File: src/rtl/fifo_pkg.sv
// fifo_pkg: shared read-mode enum and count-width helper for the programmable FIFO
package fifo_pkg;

    typedef enum logic {FIFO_STD, FIFO_FWFT} fifo_mode_e;

    function automatic int cnt_width(input int depth);
        return $clog2(depth + 1);
    endfunction

endpackage

File: src/rtl/sync_fifo_prog_if.sv
// sync_fifo_prog_if: producer/consumer handshake, data and status bundle for the FIFO
interface sync_fifo_prog_if
    import fifo_pkg::*;
#(
    parameter int FIFO_WIDTH = 16,
    parameter int FIFO_DEPTH = 8
);
    localparam int CW = cnt_width(FIFO_DEPTH);

    logic                  wr_en;
    logic                  rd_en;
    logic [FIFO_WIDTH-1:0] data_in;
    logic [FIFO_WIDTH-1:0] data_out;
    logic                  wr_ack;
    logic                  overflow;
    logic                  underflow;
    logic                  full;
    logic                  empty;
    logic                  almostfull;
    logic                  almostempty;
    logic [CW-1:0]         count;

    modport master (
        output wr_en, rd_en, data_in,
        input  data_out, wr_ack, overflow, underflow,
        input  full, empty, almostfull, almostempty, count
    );

    modport slave (
        input  wr_en, rd_en, data_in,
        output data_out, wr_ack, overflow, underflow,
        output full, empty, almostfull, almostempty, count
    );
endinterface

File: src/rtl/fifo_mem.sv
// fifo_mem: unreset storage array, synchronous write port, asynchronous read address
module fifo_mem #(
    parameter int FIFO_WIDTH = 16,
    parameter int FIFO_DEPTH = 8,
    parameter int PW         = $clog2(FIFO_DEPTH)
) (
    input  logic                  clk,
    input  logic                  we,
    input  logic [PW-1:0]         wa,
    input  logic [FIFO_WIDTH-1:0] wd,
    input  logic [PW-1:0]         ra,
    output logic [FIFO_WIDTH-1:0] rd
);
    logic [FIFO_WIDTH-1:0] mem [FIFO_DEPTH];

    // store the accepted write word; contents are meaningless until written
    always_ff @(posedge clk) begin
        if (we) mem[wa] <= wd;
    end

    assign rd = mem[ra];
endmodule

File: src/rtl/sync_fifo_prog.sv
// sync_fifo_prog: any-depth synchronous FIFO with programmable margins, count and FWFT option
module sync_fifo_prog
    import fifo_pkg::*;
#(
    parameter int         FIFO_WIDTH = 16,
    parameter int         FIFO_DEPTH = 8,
    parameter int         AF_MARGIN  = 1,
    parameter int         AE_MARGIN  = 1,
    parameter fifo_mode_e MODE       = FIFO_STD
) (
    input logic             clk,
    input logic             rst_n,
    sync_fifo_prog_if.slave bus
);
    localparam int CW = cnt_width(FIFO_DEPTH);
    localparam int PW = $clog2(FIFO_DEPTH);

    logic [PW-1:0]         wr_ptr_q, wr_ptr_d, rd_ptr_q, rd_ptr_d;
    logic [CW-1:0]         count_q, count_d;
    logic [FIFO_WIDTH-1:0] dout_q, dout_d, rd_data;
    logic                  wr_ack_q, wr_ack_d, overflow_q, overflow_d, underflow_q, underflow_d;
    logic                  full, empty, rd_acc, wr_acc;

    assign full   = count_q == CW'(FIFO_DEPTH);
    assign empty  = count_q == '0;
    assign rd_acc = bus.rd_en && !empty;
    assign wr_acc = bus.wr_en && (!full || rd_acc);

    fifo_mem #(.FIFO_WIDTH(FIFO_WIDTH), .FIFO_DEPTH(FIFO_DEPTH), .PW(PW)) u_mem (
        .clk (clk),
        .we  (wr_acc),
        .wa  (wr_ptr_q),
        .wd  (bus.data_in),
        .ra  (rd_ptr_q),
        .rd  (rd_data)
    );

    // next-state: explicit pointer wrap at FIFO_DEPTH-1 so any depth works
    always_comb begin
        wr_ptr_d    = wr_acc ? ((wr_ptr_q == PW'(FIFO_DEPTH - 1)) ? '0 : wr_ptr_q + 1'b1) : wr_ptr_q;
        rd_ptr_d    = rd_acc ? ((rd_ptr_q == PW'(FIFO_DEPTH - 1)) ? '0 : rd_ptr_q + 1'b1) : rd_ptr_q;
        count_d     = (wr_acc && !rd_acc) ? count_q + 1'b1 : (rd_acc && !wr_acc) ? count_q - 1'b1 : count_q;
        dout_d      = rd_acc ? rd_data : dout_q;
        wr_ack_d    = wr_acc;
        overflow_d  = bus.wr_en && !wr_acc;
        underflow_d = bus.rd_en && empty;
    end

    // state registers; async clear empties the FIFO and zeroes every status output
    always_ff @(posedge clk or negedge rst_n) begin
        if (!rst_n) begin
            wr_ptr_q    <= '0;
            rd_ptr_q    <= '0;
            count_q     <= '0;
            dout_q      <= '0;
            wr_ack_q    <= 1'b0;
            overflow_q  <= 1'b0;
            underflow_q <= 1'b0;
        end else begin
            wr_ptr_q    <= wr_ptr_d;
            rd_ptr_q    <= rd_ptr_d;
            count_q     <= count_d;
            dout_q      <= dout_d;
            wr_ack_q    <= wr_ack_d;
            overflow_q  <= overflow_d;
            underflow_q <= underflow_d;
        end
    end

    assign bus.data_out    = (MODE == FIFO_FWFT) ? (empty ? '0 : rd_data) : dout_q;
    assign bus.wr_ack      = wr_ack_q;
    assign bus.overflow    = overflow_q;
    assign bus.underflow   = underflow_q;
    assign bus.full        = full;
    assign bus.empty       = empty;
    assign bus.count       = count_q;
    assign bus.almostfull  = (count_q >= CW'(FIFO_DEPTH - AF_MARGIN)) && !full;
    assign bus.almostempty = (count_q <= CW'(AE_MARGIN)) && !empty;
endmodule

File: src/flat_wrapper.sv
// flat-port wrapper written by rule: the top's interface ports become plain ports
module sync_fifo_prog_flat import fifo_pkg::*;
#(
    parameter int         FIFO_WIDTH = 16,
    parameter int         FIFO_DEPTH = 8,
    parameter int         AF_MARGIN  = 1,
    parameter int         AE_MARGIN  = 1,
    parameter fifo_mode_e MODE       = FIFO_STD
)
  (clk, rst_n, bus_wr_en, bus_rd_en, bus_data_in, bus_data_out, bus_wr_ack, bus_overflow, bus_underflow, bus_full, bus_empty, bus_almostfull, bus_almostempty, bus_count);
  sync_fifo_prog_if #(.FIFO_WIDTH(FIFO_WIDTH), .FIFO_DEPTH(FIFO_DEPTH)) bus_i ();
  input logic clk;
  input logic rst_n;
  input wire logic [$bits(bus_i.wr_en)-1:0] bus_wr_en;
  input wire logic [$bits(bus_i.rd_en)-1:0] bus_rd_en;
  input wire logic [$bits(bus_i.data_in)-1:0] bus_data_in;
  output wire logic [$bits(bus_i.data_out)-1:0] bus_data_out;
  output wire logic [$bits(bus_i.wr_ack)-1:0] bus_wr_ack;
  output wire logic [$bits(bus_i.overflow)-1:0] bus_overflow;
  output wire logic [$bits(bus_i.underflow)-1:0] bus_underflow;
  output wire logic [$bits(bus_i.full)-1:0] bus_full;
  output wire logic [$bits(bus_i.empty)-1:0] bus_empty;
  output wire logic [$bits(bus_i.almostfull)-1:0] bus_almostfull;
  output wire logic [$bits(bus_i.almostempty)-1:0] bus_almostempty;
  output wire logic [$bits(bus_i.count)-1:0] bus_count;
  assign bus_i.wr_en = bus_wr_en;
  assign bus_i.rd_en = bus_rd_en;
  assign bus_i.data_in = bus_data_in;
  assign bus_data_out = bus_i.data_out;
  assign bus_wr_ack = bus_i.wr_ack;
  assign bus_overflow = bus_i.overflow;
  assign bus_underflow = bus_i.underflow;
  assign bus_full = bus_i.full;
  assign bus_empty = bus_i.empty;
  assign bus_almostfull = bus_i.almostfull;
  assign bus_almostempty = bus_i.almostempty;
  assign bus_count = bus_i.count;
  sync_fifo_prog #(.FIFO_WIDTH(FIFO_WIDTH), .FIFO_DEPTH(FIFO_DEPTH), .AF_MARGIN(AF_MARGIN), .AE_MARGIN(AE_MARGIN), .MODE(MODE)) u_core (.clk(clk), .rst_n(rst_n), .bus(bus_i));
endmodule
File: config.mk
export PLATFORM = sky130hd
export DESIGN_NAME = sync_fifo_prog_flat
export DESIGN_NICKNAME = d
export VERILOG_FILES = /design/src/rtl/fifo_pkg.sv /design/src/rtl/sync_fifo_prog_if.sv /design/src/rtl/fifo_mem.sv /design/src/rtl/sync_fifo_prog.sv /design/src/flat_wrapper.sv
export SDC_FILE = /design/constraint.sdc
export NUM_CORES = 1
export LEC_CHECK = 0
export ABC_AREA = 1
export CAP_MARGIN = 40
export CORE_MARGIN = 2
export CORE_UTILIZATION = 35
export CTS_BUF_LIST = sky130_fd_sc_hd__clkbuf_16
export DETAILED_ROUTE_END_ITERATION = 16
export DONT_BUFFER_PORTS = 1
export GPL_TIMING_DRIVEN = 1
export PLACE_DENSITY = 0.52
export SYNTH_ARGS = -nofsm -noshare
export SYNTH_HDL_FRONTEND = slang
export SYNTH_SLANG_ARGS = --single-unit
File: constraint.sdc
create_clock -name clk -period 6.2 [get_ports clk]
set_clock_uncertainty 0.1 [all_clocks]
set_input_delay 0.31 -clock clk [delete_from_list [all_inputs] [get_ports clk]]
set_output_delay 0.31 -clock clk [all_outputs]
set_load 0.02 [all_outputs]
==> key figures, run 1 <==
Setup path
  • CP peak stage delay: 0.57 ns
  • Most used cell, CP: inv_1
  • Slowest-stage cell, CP: dfrtp_1
  • Critical Path AT: 3.49 ns
  • Cell Chain, Critical Path: inv_1 -> ha_1 -> inv_1 -> nor2_2 -> nor2_4 -> inv_2 -> ha_1 -> o21ai_0 -> nand3_1 -> xor2_1 -> inv_1
  • Worst path bufs/invs: 4
  • Setup crit end kind: register
  • CP top delay family: simple AND/OR/NAND/NOR gates
  • Crit Path Max Fanout: 23
  • Worst setup path class: register to register
  • CP required: 6.42 ns
  • Critical path startpoint: u_core.bus.count[0]
  • Worst reg2reg startpoint: u_core.bus.count[0]
  • Crit start category: register

CTS
  • Post-CTS setup buffer count: 0
  • Hold_buf cts: 19
  • Maximum clock path buffer count: 2
  • CTS Buf Count: 17
  • CTS tree: built
  • Reg clk slew, reported paths: 0.07 ns
  • Clock Sinks: 157
  • Clk_lat worst skew: 0.43 ns
  • CTS root buf: clkbuf_16
  • H-tree lvl count: 4
  • # resized after CTS: 0

Worst hold path
  • Min-delay src: bus_wr_en
  • Worst min path class: primary input to register

STA
  • Slew headroom: 0.380
  • Setup TNS: 0 ns
  • Fin crit share: 0.528
  • Count of final max-slew check failures: 0
  • Hold Vio Cnt, Final: 0
  • RSZ-0062 raised after global routing: false
  • Hold_ws: 0.0603 ns
  • Slew @ Worst Pin: 0.930 ns
  • Final setup viols: 0
  • Fmax: 0.306 GHz
  • Min cycle time layout: 3.27 ns

Synth
  • Synth Flop Type: edfxtp_1
  • Synth cell count leaders: nand2_1 (211), edfxtp_1 (128), inv_1 (113)
  • Most area-consuming cells after synthesis: edfxtp_1 (57%), nand2_1 (12%), dfrtp_1 (11%)
  • Area of the mapped netlist: 6730 um^2
  • Async set-reset flop share out of synthesis: 0.185
  • Syn nets: 682
  • Synth Warn #: 0
  • Post-synthesis cell type count: 23
  • Post-synth EDFFs: 128
  • Count leader, synth: nand2_1
  • Area leader, netlist: edfxtp_1
  • Flop and latch count out of synthesis: 157
  • Syn avg cell area: 10.3 um^2
  • Sequential area share after synthesis: 0.679
  • Synth Instances: 653
  • Synth top area share: 0.571

Global route
  • Largest net degree at the start of global routing: 67
  • First-pass GRT wire length: 24400 um
  • Initial antenna violation count: 1
  • GR Overflow Total: 0
  • Vias in the first global route: 4340
  • Overall Global Routing Usage: 0.161

Pwr
  • Sw Ratio: 0.353
  • Comb pwr share: 0.265
  • Int Pwr: 2470 uW
  • Psw: 1350 uW
  • Sequential Power Share: 0.410
  • Leakage: 0.00346 uW
  • Worst IR Drop VDD: 0.214 mV
  • Clock power frac: 0.325
  • Pwr dens: 483 nW/um^2

Place
  • Gpl congestion: 0.763
  • Port Buffers: 0
  • DP HPWL: 8800 um

Final layout
  • Share of layout cells above drive strength 1: 0.0784
  • Final nets: 705
  • Fill cell total of the finished layout: 1786
  • Area growth syn-to-layout: 17.5%

Floorplan
  • Die area: 20400 um^2
  • Height of the die: 143 um
  • Initial Util: 0.359
  • # rows: 50
  • Io pins: 47
  • Die Span X: 143 um
  • CORE AREA: 18800 um^2

Route
  • Via Count: 4389
  • Vias per cell: 4.75
  • Drt initial violations: 437
  • Initial DRT Pass Iterations: 4
  • Post-DR wirelength/cell: 16.4 um
  • Remaining DRCs: 0
  • ANT nets after route: 0
  • Post-Route WL: 15200 um

Status
  • Status: completed

Flow run
  • Max-cap viol count: 0
==> logic make-up (layout without fill, tap and decap cells) <==
family,count (synthesis),count (layout),synth area share
AND/OR/NAND/NOR,325,325,0.203
flip-flops,157,157,0.679
buffers and inverters,144,180,0.0857
AO/OA/AOI/OAI,14,14,0.0110
adder cells (fa/ha/maj),9,9,0.0167
XOR/XNOR,4,4,0.00521
other,0,1,0
==> cell usage in the layout (no fill, tap or decap), types with 2 or more instances in the layout <==
cell type,n
ha_1,9
nor2_1,10
inv_8,2
bufinv_16,7
edfxtp_1,128
o21ai_0,12
dlygate4sd3_1,18
inv_6,2
dfrtp_1,28
clkinv_1,2
inv_1,112
nand2_1,211
xor2_1,3
buf_4,11
inv_2,3
clkbuf_16,17
nand3_1,99
clkinv_4,3
==> metal layers <==
layer	up-vias	GRT usage	wire length, um
met5	-	0	0
met4	0	0.0537	234
met3	20	0.0446	813
met2	107	0.257	7130
met1	2120	0.213	7020
li1	2142	-	-
==> layout make-up <==
class / count / area, um^2 / share of cell area
multi-input combinational: 352 / 1590 / 0.200
tap: 234 / 293 / 0.0370
sequential: 157 / 4570 / 0.578
antenna: 1 / 2.50 / 0.000316
clock inverter: 15 / 284 / 0.0359
inverter: 117 / 439 / 0.0555
clock buffer: 17 / 425 / 0.0538
timing repair buffer: 31 / 310 / 0.0392
==> power by group through the flow <==
stage / sequential (uW) / clock (uW) / combinational [uW]
final: 1570 / 1240 / 1010
after global routing: 1590 / 1310 / 1160
after CTS: 1570 / 1260 / 1030
after detailed placement: 1590 / 0 / 994
after global placement: 1580 / 0 / 950
after floorplan: 1530 / 0 / 756
==> flip-flops by register name, indices dropped and copies added (netlist names) <==
| register | cells |
|---|---|
| u_core.u_mem.mem | 128 |
| u_core.bus.data_out | 16 |
| u_core.bus.count | 4 |
| u_core.rd_ptr_q | 3 |
| u_core.wr_ptr_q | 3 |
| u_core.bus.overflow | 1 |
| u_core.bus.underflow | 1 |
| u_core.bus.wr_ack | 1 |
==> per-stage QoR <==
stage	std cells	power, uW	cell area, um^2	utilization	setup slack, ns
global placement	871	2530	6970	0.371	3.00
detailed placement	872	2580	7000	0.373	2.86
CTS	923	3850	7910	0.421	2.84
finish	924	3820	7910	0.421	2.93
global route	924	4060	7910	0.421	2.61
floorplan	653	2290	6730	-	3.61
==> path summary, 6_finish.rpt <==
check / end / slack, ns / cells after the start
worst min-delay path: u_core.wr_ptr_q[1] / 0.06 / 2
worst max-delay path: u_core.bus.count[3] / 2.93 / 11
worst min register to register: u_core.wr_ptr_q[0] / 0.48 / 2
min in group asynchronous: u_core.bus.underflow / 0.23 / 2
max in group asynchronous: u_core.rd_ptr_q[0] / 5.57 / 2
worst max register to register: u_core.bus.count[3] / 2.93 / 11
No activity file was read; power rests on OpenSTA's default activity.
==> run 2: changes to the inputs <==
==> constraint.sdc (replaced) <==
create_clock -name clk -period 3.2 [get_ports clk]
set_clock_uncertainty 0.1 [all_clocks]
set_input_delay 0.16 -clock clk [delete_from_list [all_inputs] [get_ports clk]]
set_output_delay 0.16 -clock clk [all_outputs]
set_load 0.02 [all_outputs]
==> key figures, run 2 (same netlist as run 1, synthesis figures left out) <==
Setup path
  • Setup crit end kind: register
  • Cell Chain, Critical Path: inv_1 -> ha_1 -> inv_1 -> nor3_2 -> a21oi_2 -> ha_1 -> a21oi_1 -> o21ai_0 -> xor2_1 -> inv_1
  • Critical Path AT: 2.86 ns
  • Critical path startpoint: u_core.bus.count[0]
  • Worst setup path class: register to register
  • CP required: 3.42 ns
  • Worst reg2reg startpoint: u_core.bus.count[0]
  • Reg2reg path depth: 10
  • Slowest-stage cell, CP: dfrtp_1
  • Crit start category: register
  • Most used cell, CP: inv_1
  • CP peak stage delay: 0.53 ns
  • Crit Path Max Fanout: 7

STA
  • RSZ-0062 raised after global routing: false
  • Hold_ws: 0.0855 ns
  • Final setup viols: 0
  • Slew headroom: 0.538
  • Setup TNS: 0 ns
  • Min cycle time layout: 2.64 ns
  • Fmax: 0.379 GHz
  • Hold Vio Cnt, Final: 0
  • Slew @ Worst Pin: 0.689 ns
  • Count of final max-slew check failures: 0
  • Fin crit share: 0.825

Global route
  • GR Overflow Total: 0
  • First-pass GRT wire length: 24600 um
  • Vias in the first global route: 4299
  • Initial antenna violation count: 1
  • Largest net degree at the start of global routing: 66
  • Overall Global Routing Usage: 0.164

CTS
  • Hold_buf cts: 21
  • Clock Sinks: 157
  • Post-CTS setup buffer count: 0
  • CTS tree: built
  • Reg clk slew, reported paths: 0.06 ns
  • Clk_lat worst skew: 0.42 ns
  • Maximum clock path buffer count: 2
  • CTS root buf: clkbuf_16
  • H-tree lvl count: 4
  • # resized after CTS: 0
  • CTS Buf Count: 17

Final layout
  • Post-Route Utilization: 0.418
  • Most frequent cells in the layout: nand2_1 (211), edfxtp_1 (128), inv_1 (113)
  • Area growth syn-to-layout: 16.4%
  • Final nets: 711
  • Most common cell after layout, fill and taps aside: nand2_1
  • Largest register FFs: 128
  • Layout Cell Area excl Fill: 7840 um^2
  • Share of layout cells above drive strength 1: 0.0806
  • Most flops, register: u_core.u_mem.mem

Place
  • Gpl congestion: 0.858
  • DP HPWL: 10000 um
  • Port Buffers: 0
  • DP Area: 7040 um^2

Pwr
  • Worst IR Drop VDD: 0.348 mV
  • Clock power frac: 0.278
  • Sw Ratio: 0.373
  • Leakage: 0.00344 uW
  • Pwr dens: 899 nW/um^2
  • Sequential Power Share: 0.424
  • Final Power: 7040 uW
  • Comb pwr share: 0.298
  • Int Pwr: 4410 uW
  • Psw: 2630 uW

Flow run
  • Max-cap viol count: 0

Status
  • Status: completed

Floorplan
  • # rows: 50
  • Initial Util: 0.359
  • Io pins: 47
  • Die Span X: 143 um
  • CORE AREA: 18800 um^2
  • Die area: 20400 um^2
  • Height of the die: 143 um

Route
  • Post-DR wirelength/cell: 16.9 um
  • Via Count: 4395
  • Drt initial violations: 338
  • Post-Route WL: 15700 um
  • ANT nets after route: 0
  • Initial DRT Pass Iterations: 5
  • Vias per cell: 4.73
  • Remaining DRCs: 0

Worst hold path
  • Worst min path class: primary input to async pin
[run 2: area by class of cell]
class                           count  area [um^2]
Timing Repair Buffer               37          373
Tap cell                          234          293
Clock inverter                     15          149
Sequential cell                   157         4570
Clock buffer                       17          425
Inverter                          117          439
Multi-Input combinational cell    352         1590
Fill cell                        1814        10900
Antenna cell                        1         2.50
[run 2: power groups by stage]
| stage | Combinational (uW) | Sequential (uW) | Clock [uW] |
|---|---|---|---|
| detailed placement | 2040 | 3030 | 0 |
| CTS | 2110 | 2990 | 2000 |
| floorplan | 1460 | 2970 | 0 |
| global route | 2380 | 3030 | 2090 |
| finish | 2100 | 2990 | 1960 |
| global placement | 1950 | 3020 | 0 |
[run 2: critical path, delay by kind of cell, from the launching register on]
kind	cells	cell delay, ns
AO/OA/AOI/OAI	3	0.49
adder cells (fa/ha/maj)	2	0.56
XOR/XNOR	1	0.14
flip-flops	1	0.53
AND/OR/NAND/NOR	1	0.41
buffers and inverters	3	0.30
[run 2: through the flow]
step / instances / worst slack, ns
2_1_floorplan: 653 / 0.608
3_3_place_gp: 875 / 0.706
3_5_place_dp: 876 / 0.584
4_1_cts: 929 / 0.572
5_1_grt: 929 / 0.374
6_report: 930 / 0.560
[run 2: final timing paths]
kind	endpoint	slack (ns)
worst max-delay path	u_core.bus.count[2]	0.56
worst min-delay path	u_core.bus.count[3]	0.09
worst max register to register	u_core.bus.count[2]	0.56
worst min register to register	u_core.wr_ptr_q[0]	0.48
max in group asynchronous	u_core.rd_ptr_q[0]	2.71
min in group clk	u_core.bus.wr_ack	0.41
[run 2: metal layers]
layer,global-route usage,wire length (um)
met5,0,0
met3,0.0426,904
met4,0.0505,196
met1,0.233,7530
met2,0.248,7110
==> run 3: changes to the inputs <==
--- a/config.mk
+++ b/config.mk
@@ -13,7 +13,7 @@
 export DETAILED_ROUTE_END_ITERATION = 16
 export DONT_BUFFER_PORTS = 1
 export GPL_TIMING_DRIVEN = 1
-export PLACE_DENSITY = 0.52
+export PLACE_DENSITY = 0.54
 export SYNTH_ARGS = -nofsm -noshare
 export SYNTH_HDL_FRONTEND = slang
 export SYNTH_SLANG_ARGS = --single-unit
==> constraint.sdc (replaced) <==
create_clock -name clk -period 2.4 [get_ports clk]
set_clock_uncertainty 0.1 [all_clocks]
set_input_delay 0.12 -clock clk [delete_from_list [all_inputs] [get_ports clk]]
set_output_delay 0.12 -clock clk [all_outputs]
set_load 0.02 [all_outputs]
==> key figures, run 3 (same netlist as run 1, synthesis figures left out) <==
Status
  • Status: completed

Flow run
  • Max-cap viol count: 0

Route
  • Post-Route WL: 15600 um
  • Remaining DRCs: 0
  • Vias per cell: 4.73
  • Drt initial violations: 309
  • Post-DR wirelength/cell: 16.6 um
  • Via Count: 4430
  • Initial DRT Pass Iterations: 4
  • ANT nets after route: 0

Setup path
  • CP peak stage delay: 0.35 ns
  • Slowest-stage cell, CP: dfrtp_1
  • Crit Path Max Fanout: 8
  • Worst setup path class: register to register
  • Critical path startpoint: u_core.bus.count[1]
  • Cell Chain, Critical Path: inv_1 -> ha_1 -> inv_1 -> nor3_2 -> a21oi_2 -> nand2_1 -> nor2_1 -> buf_4
  • CP required: 2.42 ns
  • Setup crit end kind: register
  • Critical Path AT: 2.23 ns
  • Worst reg2reg startpoint: u_core.bus.count[1]
  • Most used cell, CP: inv_1
  • Crit start category: register

CTS
  • Clock Sinks: 157
  • Reg clk slew, reported paths: 0.06 ns
  • Clk_lat worst skew: 0.43 ns
  • Maximum clock path buffer count: 2
  • CTS Buf Count: 17
  • Post-CTS setup buffer count: 0
  • CTS root buf: clkbuf_16
  • H-tree lvl count: 4
  • CTS tree: built

Floorplan
  • # rows: 50
  • CORE AREA: 18800 um^2
  • Height of the die: 143 um
  • Initial Util: 0.359
  • Die Span X: 143 um
  • Die area: 20400 um^2
  • Io pins: 47

Global route
  • Vias in the first global route: 4503
  • GR Overflow Total: 0
  • Largest net degree at the start of global routing: 67
  • Initial antenna violation count: 0
  • Overall Global Routing Usage: 0.163
  • First-pass GRT wire length: 24500 um

Final layout
  • Most common cell after layout, fill and taps aside: nand2_1
  • Largest register FFs: 128
  • Most frequent cells in the layout: nand2_1 (211), edfxtp_1 (128), inv_1 (114)
  • Non-Filler Instances: 937
  • Share of layout cells above drive strength 1: 0.0896
  • Final nets: 719
  • Layout Cell Area excl Fill: 7900 um^2
  • ANT cells: 0
  • Sequential Area: 4570 um^2
  • Area growth syn-to-layout: 17.4%
  • Most flops, register: u_core.u_mem.mem
  • Post-Route Utilization: 0.421
  • Fill cell total of the finished layout: 1789
  • Area of the multi-input gates: 1590 um^2

STA
  • RSZ-0062 raised after global routing: false
  • Hold Vio Cnt, Final: 0
  • Setup TNS: 0 ns
  • Fin crit share: 0.920
  • Count of final max-slew check failures: 0
  • Fmax: 0.453 GHz
  • Min cycle time layout: 2.21 ns
  • Final setup viols: 0
  • Slew headroom: 0.533
  • Slew @ Worst Pin: 0.697 ns
  • Final worst slack: 0.193 ns

Worst hold path
  • Worst min path class: primary input to async pin

Pwr
  • Leakage: 0.00349 uW
  • Pwr dens: 1190 nW/um^2
  • Worst IR Drop VDD: 0.623 mV

Place
  • DP Area: 7110 um^2
  • DP HPWL: 9580 um
  • Gpl congestion: 0.834
  • Number of placed instances, taps included: 884
  • Port Buffers: 0
  • Worst slack at placement: 0.267 ns
## run 3: cell count changes in the layout (fill, tap and decap cells not counted)
cell	delta
inv_6	-1
clkinvlp_4	-2
inv_1	+1
clkinv_4	+1
buf_4	+7
inv_8	+1
buf_12	+2
buf_16	-1
diode_2	-1
## run 3: final timing paths
path	to	slack (ns)	cells after the start
worst min register to register	u_core.wr_ptr_q[0]	0.51	2
worst min-delay path	u_core.wr_ptr_q[2]	0.09	2
worst max register to register	u_core.u_mem.mem[3][1]	0.19	8
min in group clk	u_core.bus.wr_ack	0.38	3
worst max-delay path	u_core.u_mem.mem[3][1]	0.19	8
max in group asynchronous	u_core.rd_ptr_q[0]	1.91	2
## run 3: report_power, final
group | total, uW | switching [uW] | internal [uW] | leakage [uW]
combinational | 2840 | 1930 | 910 | 0.00168
sequential | 3950 | 464 | 3490 | 0.00152
clock | 2600 | 1070 | 1530 | 0.000289
total | 9390 | 3460 | 5930 | 0.00349
## run 3: what timing repair did
item,in CTS,in global routing
hold buffers,21,0
hold endpoints to repair,163,0
gates resized for setup,0,0
## run 3: per-stage QoR
| stage | hold slack, ns | power, uW |
|---|---|---|
| final | 0.0935 | 9390 |
| after global routing | 0.0988 | 10000 |
| after CTS | 0.0977 | 9490 |
| after detailed placement | -0.274 | 6790 |
| after global placement | -0.274 | 6720 |
| after floorplan | -0.276 | 5910 |
## run 3: final cells by class
| type | count | share of cell area |
|---|---|---|
| sequential | 157 | 0.579 |
| multi-input combinational | 352 | 0.201 |
| inverter | 117 | 0.0556 |
| timing repair buffer | 45 | 0.0554 |
| clock buffer | 17 | 0.0538 |
| tap | 234 | 0.0371 |
| clock inverter | 15 | 0.0188 |
## run 3: per-layer routing
layer | vias up | track usage | wire [um]
li1 | 2169 | - | -
met1 | 2130 | 0.207 | 6850
met2 | 116 | 0.268 | 7460
met3 | 15 | 0.0466 | 1070
met4 | 0 | 0.0584 | 217
met5 | - | 0 | 0
## run 3: worst max-delay path, delay by kind of cell (launching register included)
kind / cells / cell delay [ns]
and+or+nand+nor: 3 / 0.50
buffers and inverters: 3 / 0.45
DFF: 1 / 0.35
AOI/OAI and AO/OA: 1 / 0.32
adders and majority gates: 1 / 0.18
